===== src/rtl/pearl_mem_pkg.sv =====
// Shared types for the memory-port arbiter: FSM states, owner tags and
// the byte-enable constant used for fetches.
package pearl_mem_pkg;

    typedef enum logic [1:0] {
        IDLE  = 2'd0,
        ISSUE = 2'd1,
        RESP  = 2'd2,
        DONE  = 2'd3
    } arb_state_t;

    typedef enum logic {
        OWN_IF = 1'b0,
        OWN_D  = 1'b1
    } owner_t;

    localparam int unsigned BE_MAX_W = 16;
    localparam logic [BE_MAX_W-1:0] BE_ALL_ONES = '1;

endpackage


===== src/rtl/mem_port_arbiter.sv =====
// Single memory bus port shared by instruction fetch and load/store,
// one transaction at a time, data-first with a bounded fetch starvation.
module mem_port_arbiter
    import pearl_mem_pkg::*;
#(
    parameter int XLEN         = 32,
    parameter int ADDR_W       = 32,
    parameter int MAX_D_STREAK = 4
) (
    input  logic              clk,
    input  logic              rst_n,

    input  logic              if_req,
    input  logic [ADDR_W-1:0] if_addr,
    input  logic              if_kill,
    output logic              if_ready,
    output logic [XLEN-1:0]   if_rdata,
    output logic              if_err,

    input  logic              d_req,
    input  logic              d_we,
    input  logic [ADDR_W-1:0] d_addr,
    input  logic [XLEN-1:0]   d_wdata,
    input  logic [XLEN/8-1:0] d_be,
    output logic              d_ready,
    output logic [XLEN-1:0]   d_rdata,
    output logic              d_err,

    output logic              bus_req,
    output logic              bus_we,
    output logic [ADDR_W-1:0] bus_addr,
    output logic [XLEN-1:0]   bus_wdata,
    output logic [XLEN/8-1:0] bus_be,
    input  logic              bus_gnt,
    input  logic              bus_rvalid,
    input  logic [XLEN-1:0]   bus_rdata,
    input  logic              bus_err
);

    localparam int BW = XLEN / 8;
    localparam logic [3:0] MAX_STREAK = 4'(MAX_D_STREAK);
    localparam logic [BW-1:0] BE_FETCH = BE_ALL_ONES[BW-1:0];

    arb_state_t        state_q, state_d;
    owner_t            owner_q, owner_d;
    logic              we_q, we_d;
    logic [ADDR_W-1:0] addr_q, addr_d;
    logic [XLEN-1:0]   wdata_q, wdata_d;
    logic [BW-1:0]     be_q, be_d;
    logic [XLEN-1:0]   rdata_q, rdata_d;
    logic              err_q, err_d;
    logic              kill_q, kill_d;
    logic [3:0]        streak_q, streak_d;

    logic at_max;
    logic grant_d;
    logic grant_if;

    assign at_max   = (streak_q == MAX_STREAK);
    assign grant_d  = d_req && !(if_req && at_max);
    assign grant_if = !grant_d && if_req && !if_kill;

    always_comb begin
        state_d  = state_q;
        owner_d  = owner_q;
        we_d     = we_q;
        addr_d   = addr_q;
        wdata_d  = wdata_q;
        be_d     = be_q;
        rdata_d  = rdata_q;
        err_d    = err_q;
        kill_d   = kill_q;
        streak_d = streak_q;
        unique case (state_q)
            IDLE: begin
                kill_d = 1'b0;
                if (grant_d) begin
                    owner_d = OWN_D;
                    we_d    = d_we;
                    addr_d  = d_addr;
                    wdata_d = d_wdata;
                    be_d    = d_be;
                    state_d = ISSUE;
                    if (!if_req) begin
                        streak_d = '0;
                    end else if (!at_max) begin
                        streak_d = streak_q + 4'd1;
                    end
                end else if (grant_if) begin
                    owner_d  = OWN_IF;
                    we_d     = 1'b0;
                    addr_d   = if_addr;
                    wdata_d  = '0;
                    be_d     = BE_FETCH;
                    streak_d = '0;
                    state_d  = ISSUE;
                end
            end
            ISSUE: begin
                if (owner_q == OWN_IF && if_kill) begin
                    kill_d = 1'b1;
                end
                if (bus_gnt) begin
                    state_d = RESP;
                end
            end
            RESP: begin
                if (owner_q == OWN_IF && if_kill) begin
                    kill_d = 1'b1;
                end
                if (bus_rvalid) begin
                    rdata_d = bus_rdata;
                    err_d   = bus_err;
                    state_d = DONE;
                end
            end
            DONE: begin
                // Requests are not sampled here so a still-held req cannot re-issue.
                kill_d  = 1'b0;
                state_d = IDLE;
            end
        endcase
    end

    always_ff @(posedge clk or negedge rst_n) begin
        if (!rst_n) begin
            state_q  <= IDLE;
            owner_q  <= OWN_IF;
            we_q     <= 1'b0;
            addr_q   <= '0;
            wdata_q  <= '0;
            be_q     <= '0;
            rdata_q  <= '0;
            err_q    <= 1'b0;
            kill_q   <= 1'b0;
            streak_q <= '0;
        end else begin
            state_q  <= state_d;
            owner_q  <= owner_d;
            we_q     <= we_d;
            addr_q   <= addr_d;
            wdata_q  <= wdata_d;
            be_q     <= be_d;
            rdata_q  <= rdata_d;
            err_q    <= err_d;
            kill_q   <= kill_d;
            streak_q <= streak_d;
        end
    end

    assign bus_req   = (state_q == ISSUE);
    assign bus_we    = we_q;
    assign bus_addr  = addr_q;
    assign bus_wdata = wdata_q;
    assign bus_be    = be_q;

    assign if_ready  = (state_q == DONE) && (owner_q == OWN_IF) && !kill_q;
    assign if_err    = if_ready && err_q;
    assign if_rdata  = rdata_q;

    assign d_ready   = (state_q == DONE) && (owner_q == OWN_D);
    assign d_err     = d_ready && err_q;
    assign d_rdata   = rdata_q;

endmodule


===== config.mk =====
export PLATFORM = sky130hd
export DESIGN_NAME = mem_port_arbiter
export DESIGN_NICKNAME = d
export VERILOG_FILES = /design/src/rtl/pearl_mem_pkg.sv /design/src/rtl/mem_port_arbiter.sv
export SDC_FILE = /design/constraint.sdc
export NUM_CORES = 1
export LEC_CHECK = 0
export ABC_AREA = 1
export BUFFER_PORTS_ARGS = -buffer_cell sky130_fd_sc_hd__buf_2
export CAP_MARGIN = 15
export CORE_MARGIN = 4
export CORE_UTILIZATION = 48
export CTS_CLUSTER_SIZE = 16
export DETAILED_ROUTE_END_ITERATION = 6
export PLACE_DENSITY = 0.95
export REMOVE_ABC_BUFFERS = 1
export SETUP_SLACK_MARGIN = 0.15
export SLEW_MARGIN = 20
export SYNTH_ARGS = -nofsm -noshare
export SYNTH_HDL_FRONTEND = slang
export SYNTH_SLANG_ARGS = --single-unit

===== constraint.sdc =====
create_clock -name clk -period 3.4 [get_ports clk]
set_input_delay 0 -clock clk [delete_from_list [all_inputs] [get_ports clk]]
set_output_delay 0 -clock clk [all_outputs]
set_load 0.005 [all_outputs]

# Word-level counts from Yosys, hierarchy flattened
# Cells that the tools add are included.
# word_totals
regBits,110
wordCells,63
in_bits,141
# classes
n_reduce_logical,22
bitwise,1
eq_ne,9
addsub,1
muxes,20
# op_table
operator,n
32-bit two-way mux,4
4-bit two-way mux,6
1-bit logical AND,10
2-bit two-way mux,4
2-bit case mux with 4 select lines,1
"3-bit inequality test, second input constant",2
3-bit AND reduction,2
"4-bit by 1-bit adder with 4-bit output, second input constant",1
"2-bit equality test, second input constant",2
"4-bit by 3-bit equality test with 1-bit output, second input constant",1
1-bit zero test,4
1-bit two-way mux,4
"2-bit by 1-bit inequality test with 1-bit output, second input constant",2
2-bit AND reduction,2
2-bit OR reduction,2
"2-bit by 1-bit equality test with 1-bit output, second input constant",1
2-bit zero test,1
"2-bit inequality test, second input constant",1
1-bit case mux with 2 select lines,1
2-bit nonzero test,1
1-bit NOT,1

# Longest topological paths before layout
# Gate-level depths: netlist of the first run.
# depth
depth_word,10
depth_mapped,12

# Least setup slack after synthesis of the first run
# Ideal clock, no wire load.
# synth_path
path_kind,reg2reg
from,register streak_q[0]
to,register streak_q[0]
path_buffers,2
path_stages_with_launch,13
synth_period_minus_slack_ns,1.527
arrival_time_ns,1.400
slack_ns,1.873
required_time_ns,3.272
setup_ns,0.128
cell_sequence,dfrtp_1 -> inv_1 -> ha_1 -> nand2_1 -> inv_1 -> nand2_2 -> nand2_4 -> nand2_1 -> nand2_2 -> buf_6 -> buf_6 -> nand2_1 -> o21ai_0
# synth_between
elab_chain_len,9
word_cells_on_any_way,14
# synth_lines
element,line_no,source
start: declaration,mem_port_arbiter.sv:53,"logic [3:0] streak_q, streak_d;"
start signal: assignment,mem_port_arbiter.sv:147,streak_q <= streak_d;
4-bit by 3-bit equality test with 1-bit output,mem_port_arbiter.sv:59,assign at_max = (streak_q == MAX_STREAK);
1-bit logical AND,mem_port_arbiter.sv:60,assign grant_d = d_req && !(if_req && at_max);
1-bit zero test,mem_port_arbiter.sv:60,
1-bit logical AND,mem_port_arbiter.sv:60,
1-bit zero test,mem_port_arbiter.sv:61,assign grant_if = !grant_d && if_req && !if_kill;
1-bit logical AND (2 in a row),mem_port_arbiter.sv:61,
2-bit nonzero test (no source line),n/a,
3-bit AND reduction (no source line),n/a,
# Several ways; a longest one is shown, not always the timed one. The select of a mux whose other input is x is not followed.
# A chain may end at the register's enable or synchronous reset.

# Worst setup path after layout of the first run
# layout_path
from,register streak_q[0]
to,"register addr_q[29], in the netlist bus_addr[29]"
# layout_between
elab_chain_len,9
word_cells_on_any_way,10
# layout_lines
element,line_no,source
4-bit by 3-bit equality test with 1-bit output *,mem_port_arbiter.sv:59,
1-bit logical AND *,mem_port_arbiter.sv:60,
1-bit zero test *,mem_port_arbiter.sv:60,
1-bit logical AND *,mem_port_arbiter.sv:60,
1-bit zero test,mem_port_arbiter.sv:61,
1-bit logical AND (2 in a row),mem_port_arbiter.sv:61,
2-bit nonzero test (no source line),n/a,
2-bit AND reduction (no source line),n/a,
end signal: assignment,mem_port_arbiter.sv:141,addr_q <= addr_d;
end: declaration,mem_port_arbiter.sv:47,"logic [ADDR_W-1:0] addr_q, addr_d;"
# Mark *: on every way between the ends. The rest lies on a longest branch, timed or not.

==> results of run 1 <==
[registers in the layout (all words and copies together) (netlist names)]
register   count
bus_addr      32
bus_wdata     32
d_rdata       32
bus_be         4
streak_q       4
state_q        2
bus_we         1
err_q          1
kill_q         1
owner_q        1
[layer usage]
layer / routed length (um) / up-vias / track usage (%)
met5: 0 / - / 0
met4: 1270 / 0 / 17.4
met3: 1750 / 109 / 8.95
met2: 9470 / 385 / 52.8
met1: 6430 / 2586 / 32.8
li1: - / 2463 / -
[cell usage after synthesis]
cell type	count	area, um2
a21oi_1	5	25.0
buf_1	3	11.3
buf_2	11	55.1
buf_4	33	248
buf_6	7	78.8
clkbuf_1	6	22.5
dfrtp_1	110	2750
ha_1	7	87.6
inv_1	51	191
inv_2	1	3.75
mux2_2	32	360
nand2_1	209	785
nand2_2	2	12.5
nand2_4	1	11.3
nand3_1	37	185
nand4_1	1	6.26
nor2_1	7	26.3
nor2_2	1	6.26
nor3_1	1	5.00
nor4_1	1	6.26
o21a_1	1	7.51
o21ai_0	17	85.1
o21ai_1	20	100
o22ai_1	1	6.26
or2_2	1	6.26
xnor2_1	1	8.76
xor2_1	1	8.76
[worst min path at each step]
stage | cells past startpoint | to | start
finish | 5 | bus_addr[25]$_DFFE_PN0P_ | d_addr[25]
global route | 3 | streak_q[2]$_DFFE_PN0P_ | if_req
CTS | 3 | streak_q[3]$_DFFE_PN0P_ | if_req
detailed placement | 1 | d_rdata[25]$_DFFE_PN0P_ | rst_n
global placement | 1 | d_rdata[25]$_DFFE_PN0P_ | rst_n
floorplan | 0 | bus_addr[0]$_DFFE_PN0P_ | rst_n
[power breakdown]
| group | switching (mW) | internal, mW | leakage [nW] |
|---|---|---|---|
| clock | 0.475 | 0.360 | 0.105 |
| sequential | 0.436 | 1.91 | 1.35 |
| combinational | 1.26 | 1.17 | 2.96 |
[layout make-up]
type,count,area (um2)
clock buffers,9,124
clock inverters,7,88.8
fillers,626,2490
inverters,52,195
multi-input cells,346,1740
flip-flops and latches,110,2750
well taps,136,170
repair buffers,416,2760
[cells in the final DEF, fill, tap and decap left out, types with 5 or more instances in the layout]
cell type      netlist  routed
buf_4               33       7
mux2_2              32      32
dlygate4sd3_1        0     131
nand3_1             37      37
nor2_1               7       7
o21ai_0             17      17
a21oi_1              5       5
dfrtp_1            110     110
buf_2               11     277
inv_1               51      51
nand2_1            209     209
ha_1                 7       7
o21ai_1             20      20
clkbuf_8             0       9
[worst max-delay path: cells and delay by family, from the launching register on]
| kind | cells | cell delay [ns] |
|---|---|---|
| fa+ha+maj | 1 | 0.13 |
| buf+inv | 3 | 0.57 |
| flops | 1 | 0.45 |
| simple gates | 7 | 1.35 |
[metrics by stage]
step | instances | hold slack, ns
floorplan | 508 | -0.296
global placement | 929 | 0.214
detailed placement | 929 | 0.233
CTS | 1076 | 0.00552
global route | 1076 | 0.0311
finish | 1076 | 0.0258
[cell families (layout without fill, tap and decap cells)]
family,count (synthesis),count (layout),synth area share (%)
simple gates,261,261,20.6
buf+inv,112,484,12.0
flops,110,110,53.9
compound gates,44,44,4.39
mux,32,32,7.06
fa+ha+maj,7,7,1.72
xor+xnor,2,2,0.343
==> results.md, run 1 <==
- All-layer global routing usage: 30.3%
- Worst r2r path cells: 11
- IO Port Bufs: 278
- Final clock skew: 0.0135 ns
- Initial Utilization: 49.4%
- Max Buffers Root-to-Sink: 2
- Overall power: 5.61 mW
- Vias: 5,543
- Min-delay worst type: primary input to flip-flop
- Top cell by count, worst path: nand2_1
- Tmin final: 2.65 ns
- Final #Nets: 1,083
- Critical-path cell list: inv_1 > ha_1 > nand2_1 > inv_1 > nand2_2 > nand2_4 > nand2_1 > nand2_2 > inv_2 > nand2_1 > nand2_1
- Fmax: 378 MHz
- Synth-to-Final Area Change: 53.5%
- Reg-to-reg endpoint: bus_addr[29]$_DFFE_PN0P_
- Initial antenna violation count: 0
- Post-synthesis sequential area ratio: 53.9%
- Root Driver: clkbuf_8
- # hold bufs at CTS: 131
- Worst r2r src: streak_q[0]$_DFFE_PN0P_
- Peak supply drop: 0.000431 V
- Setup Buffers After CTS: 0
- TritonCTS clock tree: yes
- Die width: 111 um
- Leak: 4.42 nW
- Post-cts sizing count: 0
- Final Util: 75.9%
- Mapped Cells: 568
- Synth cell types: 27
- Final hold vios: 0
- Actual slew at the worst max-slew pin: 0.716 ns
- Total clock sinks: 110
- Max-slew violations: 0
- Drt drc: 0
- Total routed wirelength: 18.9 mm
- Final HPWL DP: 10.7 mm
- Syn avg cell area: 8.98 um2
- Post-placement setup slack: 0.860 ns
- CP required: 3.64 ns
- Crit path kind: flip-flop to flip-flop
- CP max FO: 38
- DP Area: 6300 um2
- CP arrival: 2.89 ns
- Post-route cell area: 7830 um2
- Vias per cell: 5.15
- Max Cap Violations: 0
- Full die area: 12,300 um2
- Clock transition at path regs: 0.11 ns
- Netlist Area Pre-Place: 5100 um2
- Final setup TNS: 0 ns
- Yosys warns: 0
- Worst setup path start: streak_q[0]$_DFFE_PN0P_
- Rel. slew slack: 52.1%
- Die height: 111 um
- Worst setup endpoint: bus_addr[29]$_DFFE_PN0P_
- #FFs+latches synth: 110
- Vias in the first global route: 5,730
- Core Region: 10,300 um2
- Antenna viol nets, final: 0
- CTS Buf Count: 9
- Final WS setup: 0.754 ns
- Routability cong.: 0.858
- Worst setup EP type: flip-flop
- Slowest stage delay, CP: 0.54 ns
- Pwr Density: 716 nW/um2
- FP Rows: 37
- H-Tree Depth: 3
- Routed wire per std cell: 17.6 um
- Worst setup SP type: flip-flop
- Initial drt markers: 471
- Largest net degree at the start of global routing: 80
- Fraction of layout cells with a size suffix above 1: 36.1%
- Grt ovf: 0
- Status: complete, no violations
- Crit-path slowest cell: nand2_2
- RSZ-0062 raised after global routing: no
- Final worst-path cycle share: 77.8%
- Num ports: 279
- First-pass GRT wire length: 30.0 mm
- Drt pass-1 iters: 5
- R2R setup slack: 0.75 ns
- Clk Latency, worst-skew pair: 0.36 ns
- Antenna cells: 0
- Final Setup Violations: 0
Power figures use the tool's default switching activity.
==> run 2: changes to the inputs <==
--- a/config.mk
+++ b/config.mk
@@ -5,14 +5,14 @@
 export SDC_FILE = /design/constraint.sdc
 export NUM_CORES = 1
 export LEC_CHECK = 0
-export ABC_AREA = 1
+export ABC_AREA = 0
 export BUFFER_PORTS_ARGS = -buffer_cell sky130_fd_sc_hd__buf_2
 export CAP_MARGIN = 15
 export CORE_MARGIN = 4
-export CORE_UTILIZATION = 48
+export CORE_UTILIZATION = 40
 export CTS_CLUSTER_SIZE = 16
 export DETAILED_ROUTE_END_ITERATION = 6
-export PLACE_DENSITY = 0.95
+export PLACE_DENSITY = 0.86
 export REMOVE_ABC_BUFFERS = 1
 export SETUP_SLACK_MARGIN = 0.15
 export SLEW_MARGIN = 20
==> constraint.sdc (replaced) <==
create_clock -name clk -period 2.3 [get_ports clk]
set_input_delay 0 -clock clk [delete_from_list [all_inputs] [get_ports clk]]
set_output_delay 0 -clock clk [all_outputs]
set_load 0.005 [all_outputs]
==> run 2 against run 1 <==
  * Hold slack improved by 0.035 ns
  * Non-clock buffer count increased by 6
  * Total power increased by 60%
  * Die area increased by 17%
  * Highest routed layer unchanged
  * Utilization is 10 points lower
  * Via count decreased by 6.1%
  * Largest power group unchanged
  * Final area grew 2.2%
  * Critical endpoint is now bus_addr[4]$_DFFE_PN0P_
==> results.md, run 2 <==
- Max-slew violations: 0 (unchanged)
- TritonCTS clock tree: yes
- Layout fillers: 828 (+32%)
- Final hold vios: 0 (unchanged)
- R2R setup slack: 0.22 ns (-0.53 ns)
- Worst setup EP type: flip-flop
- Vias per cell: 5.02 (-2.6%)
- Post-placement setup slack: 0.408 ns (-0.452 ns)
- Final WS setup: 0.219 ns (-0.535 ns)
- FP Rows: 40 (+8.1%)
- CP arrival: 2.28 ns (-0.61 ns)
- Syn avg cell area: 10.3 um2 (+14%)
- Number of synthesized flops with an enable pin: 0 (unchanged)
- Final clock skew: 0.0130 ns (-0.000439 ns)
- CTS Buf Count: 9 (unchanged)
- Multiplexer share of the synthesized area: 7.83% (+0.77 points)
- Die width: 120 um (+8.0%)
- Final Setup Violations: 0 (unchanged)
- Clk Latency, worst-skew pair: 0.35 ns (about the same)
- Fmax: 481 MHz (+27%)
- Crit path kind: flip-flop to flip-flop
- Fraction of layout cells with a size suffix above 1: 39.5% (+3.4 points)
- Drt pass-1 iters: 5 (unchanged)
- Yosys warns: 0 (unchanged)
- Status: complete, no violations
- CP max FO: 35 (-7.9%)
- IO Port Bufs: 278 (unchanged)
- H-Tree Depth: 3 (unchanged)
- Initial Utilization: 41.2% (-8.2 points)
- Drt drc: 0 (unchanged)
- Total clock sinks: 110 (unchanged)
- Final worst-path cycle share: 90.5% (+13 points)
- Main synth FF type: dfrtp_1
- Final #Nets: 1,012 (-6.6%)
- All-layer global routing usage: 25.8% (-4.5 points)
- Vias in the first global route: 5,441 (-5.0%)
- First-pass GRT wire length: 29.4 mm (-1.9%)
- Final setup TNS: 0 ns (unchanged)
- Die height: 120 um (+8.0%)
- Total routed wirelength: 18.9 mm (-0.25%)
- Xor/xnor share of the synthesized area: 0.175% (-0.17 points)
- Synth-to-Final Area Change: 59.6%
- Largest net degree at the start of global routing: 61 (-24%)
- Netlist Area Pre-Place: 5010 um2 (-1.7%)
- Most common cell after layout, fill and taps aside: buf_2
- Mapped Cells: 489 (-14%)
- Pwr Density: 1120 nW/um2 (+56%)
- Critical-path cell list: inv_1 > ha_1 > and3b_1 > a31oi_4 > buf_12 > a221oi_1
- Peak supply drop: 0.000593 V (+38%)
- Worst setup SP type: flip-flop
- Adder-Cell Fraction of Synth Area: 1.75% (+0.030 points)
- Grt ovf: 0 (unchanged)
- Min-delay worst type: primary input to flip-flop
- Vias: 5,203 (-6.1%)
- Post-synth ARST share: 100% (unchanged)
- Max Cap Violations: 0 (unchanged)
- Antenna viol nets, final: 0 (unchanged)
- Max Buffers Root-to-Sink: 2 (unchanged)
- Crit-path slowest cell: a221oi_1
- Post-synthesis sequential area ratio: 54.9% (+0.94 points)
- Slowest stage delay, CP: 0.44 ns (-0.10 ns)
- CP required: 2.50 ns (-1.14 ns)
- Synth Area in Compound Gates: 8.08% (+3.7 points)
- Final HPWL DP: 10.6 mm (-0.34%)
- Post-cts sizing count: 0 (unchanged)
- Initial antenna violation count: 0 (unchanged)
- Largest family of logic cells by synthesized area: simple AND/OR/NAND/NOR gates
- Full die area: 14,400 um2 (+17%)
- Most common library cells after synthesis: dfrtp_1, nand2_1, inv_1, nand3_1, mux2_2
- RSZ-0062 raised after global routing: no
- Actual slew at the worst max-slew pin: 0.670 ns (-0.0465 ns)
- Area leader, netlist: dfrtp_1
- Tmin final: 2.08 ns (-0.565 ns)
- Num ports: 279 (unchanged)
- #FFs+latches synth: 110 (unchanged)
- Largest cells by area after synthesis: dfrtp_1, mux2_2, nand2_1
- Initial drt markers: 435 (-7.6%)
- Clock transition at path regs: 0.08 ns (-0.03 ns)
- Top cell type's share of synthesized area: 54.9% (+0.94 points)
- Synth Area in Simple Gates: 14.2% (-6.4 points)
- Core Region: 12,200 um2 (+18%)
- Routed wire per std cell: 18.2 um (+3.5%)
- Most frequent cells in the layout: buf_2, dlygate4sd3_1, dfrtp_1
- Most common cell in the netlist: dfrtp_1
- Final Util: 65.8% (-10 points)
- Leak: 4.33 nW (-2.0%)
- Routability cong.: 0.803 (-6.4%)
- Root Driver: clkbuf_16
- Overall power: 8.97 mW (+60%)
- Antenna cells: 0 (unchanged)
- Synth cell types: 33 (+22%)
- Rel. slew slack: 55.3% (+3.3 points)
==> run 2: changes by cell type in the layout (fill, tap and decap cells not counted), sizes merged, moves of 3 or more <==
cell         before  now
inv              55   73
nor2              8   33
dlygate4sd3     131  136
o21ai            37    6
nand2           212   81
a221oi            0   32
a21oi             5    2
==> run 2: worst paths after layout <==
kind | startpoint | end | cells after the start
worst max-delay path | state_q[0]$_DFFE_PN0P_ | bus_addr[4]$_DFFE_PN0P_ | 6
worst min-delay path | if_kill | kill_q$_DFFE_PN0P_ | 3
worst max register to register | state_q[0]$_DFFE_PN0P_ | bus_addr[4]$_DFFE_PN0P_ | 6
worst min register to register | bus_wdata[3]$_DFFE_PN0P_ | bus_wdata[3]$_DFFE_PN0P_ | 2
max in group asynchronous | rst_n | bus_addr[2]$_DFFE_PN0P_ | 3
min in group asynchronous | rst_n | d_rdata[6]$_DFFE_PN0P_ | 2
==> run 2: area by class of cell <==
class,instances,area (um2),share of cell area [%]
clock buffers,11,243,3.03
multi-input cells,251,1610,20.1
clock inverters,5,88.8,1.11
flip-flops and latches,110,2750,34.4
well taps,168,210,2.63
repair buffers,422,2840,35.5
inverters,70,263,3.28
==> run 2: routing by layer <==
| layer | share of wire (%) | track usage, % | vias to the layer above |
|---|---|---|---|
| li1 | - | - | 2299 |
| met1 | 36 | 30.3 | 2468 |
| met2 | 50 | 43.4 | 362 |
| met3 | 10 | 7.78 | 74 |
| met4 | 4.0 | 11.8 | 0 |
| met5 | 0 | 0 | - |
==> run 2: stage by stage <==
step	std cells	hold WS, ns	cell area (um2)
2_1_floorplan	431	-0.296	4620
6_report	1037	0.0609	8000
3_3_place_gp	885	0.0694	6310
4_1_cts	1037	0.0490	8000
3_5_place_dp	885	0.0757	6310
5_1_grt	1037	0.0935	8000
==> run 2: where the power goes <==
part	leakage, nW	switching [mW]	total [mW]	internal, mW
logic	2.87	1.90	3.76	1.86
registers	1.30	0.650	3.47	2.82
clock network	0.163	0.739	1.74	1.00
==> run 2: what timing repair did <==
| item | 4_1_cts | 5_1_grt |
|---|---|---|
| endpoints found under the hold margin | 153 | 0 |
| buffers inserted | 0 | 0 |
| hold buffers | 136 | 0 |
==> run 2: cells by family after synthesis <==
group | Yosys count
xor gates and xnor gates | 1
adders and majority gates | 7
and+or+nand+nor | 162
AOI/OAI and AO/OA | 46
DFF | 110
muxes | 35
buffers and inverters | 128
==> run 2: worst max-delay path: cells and delay by family (launching register included) <==
| family | cells | cell delay, ns |
|---|---|---|
| AND/OR/NAND/NOR | 1 | 0.36 |
| AO/OA/AOI/OAI | 2 | 0.50 |
| flip-flops | 1 | 0.40 |
| buffers and inverters | 2 | 0.32 |
| adder cells (fa/ha/maj) | 1 | 0.33 |
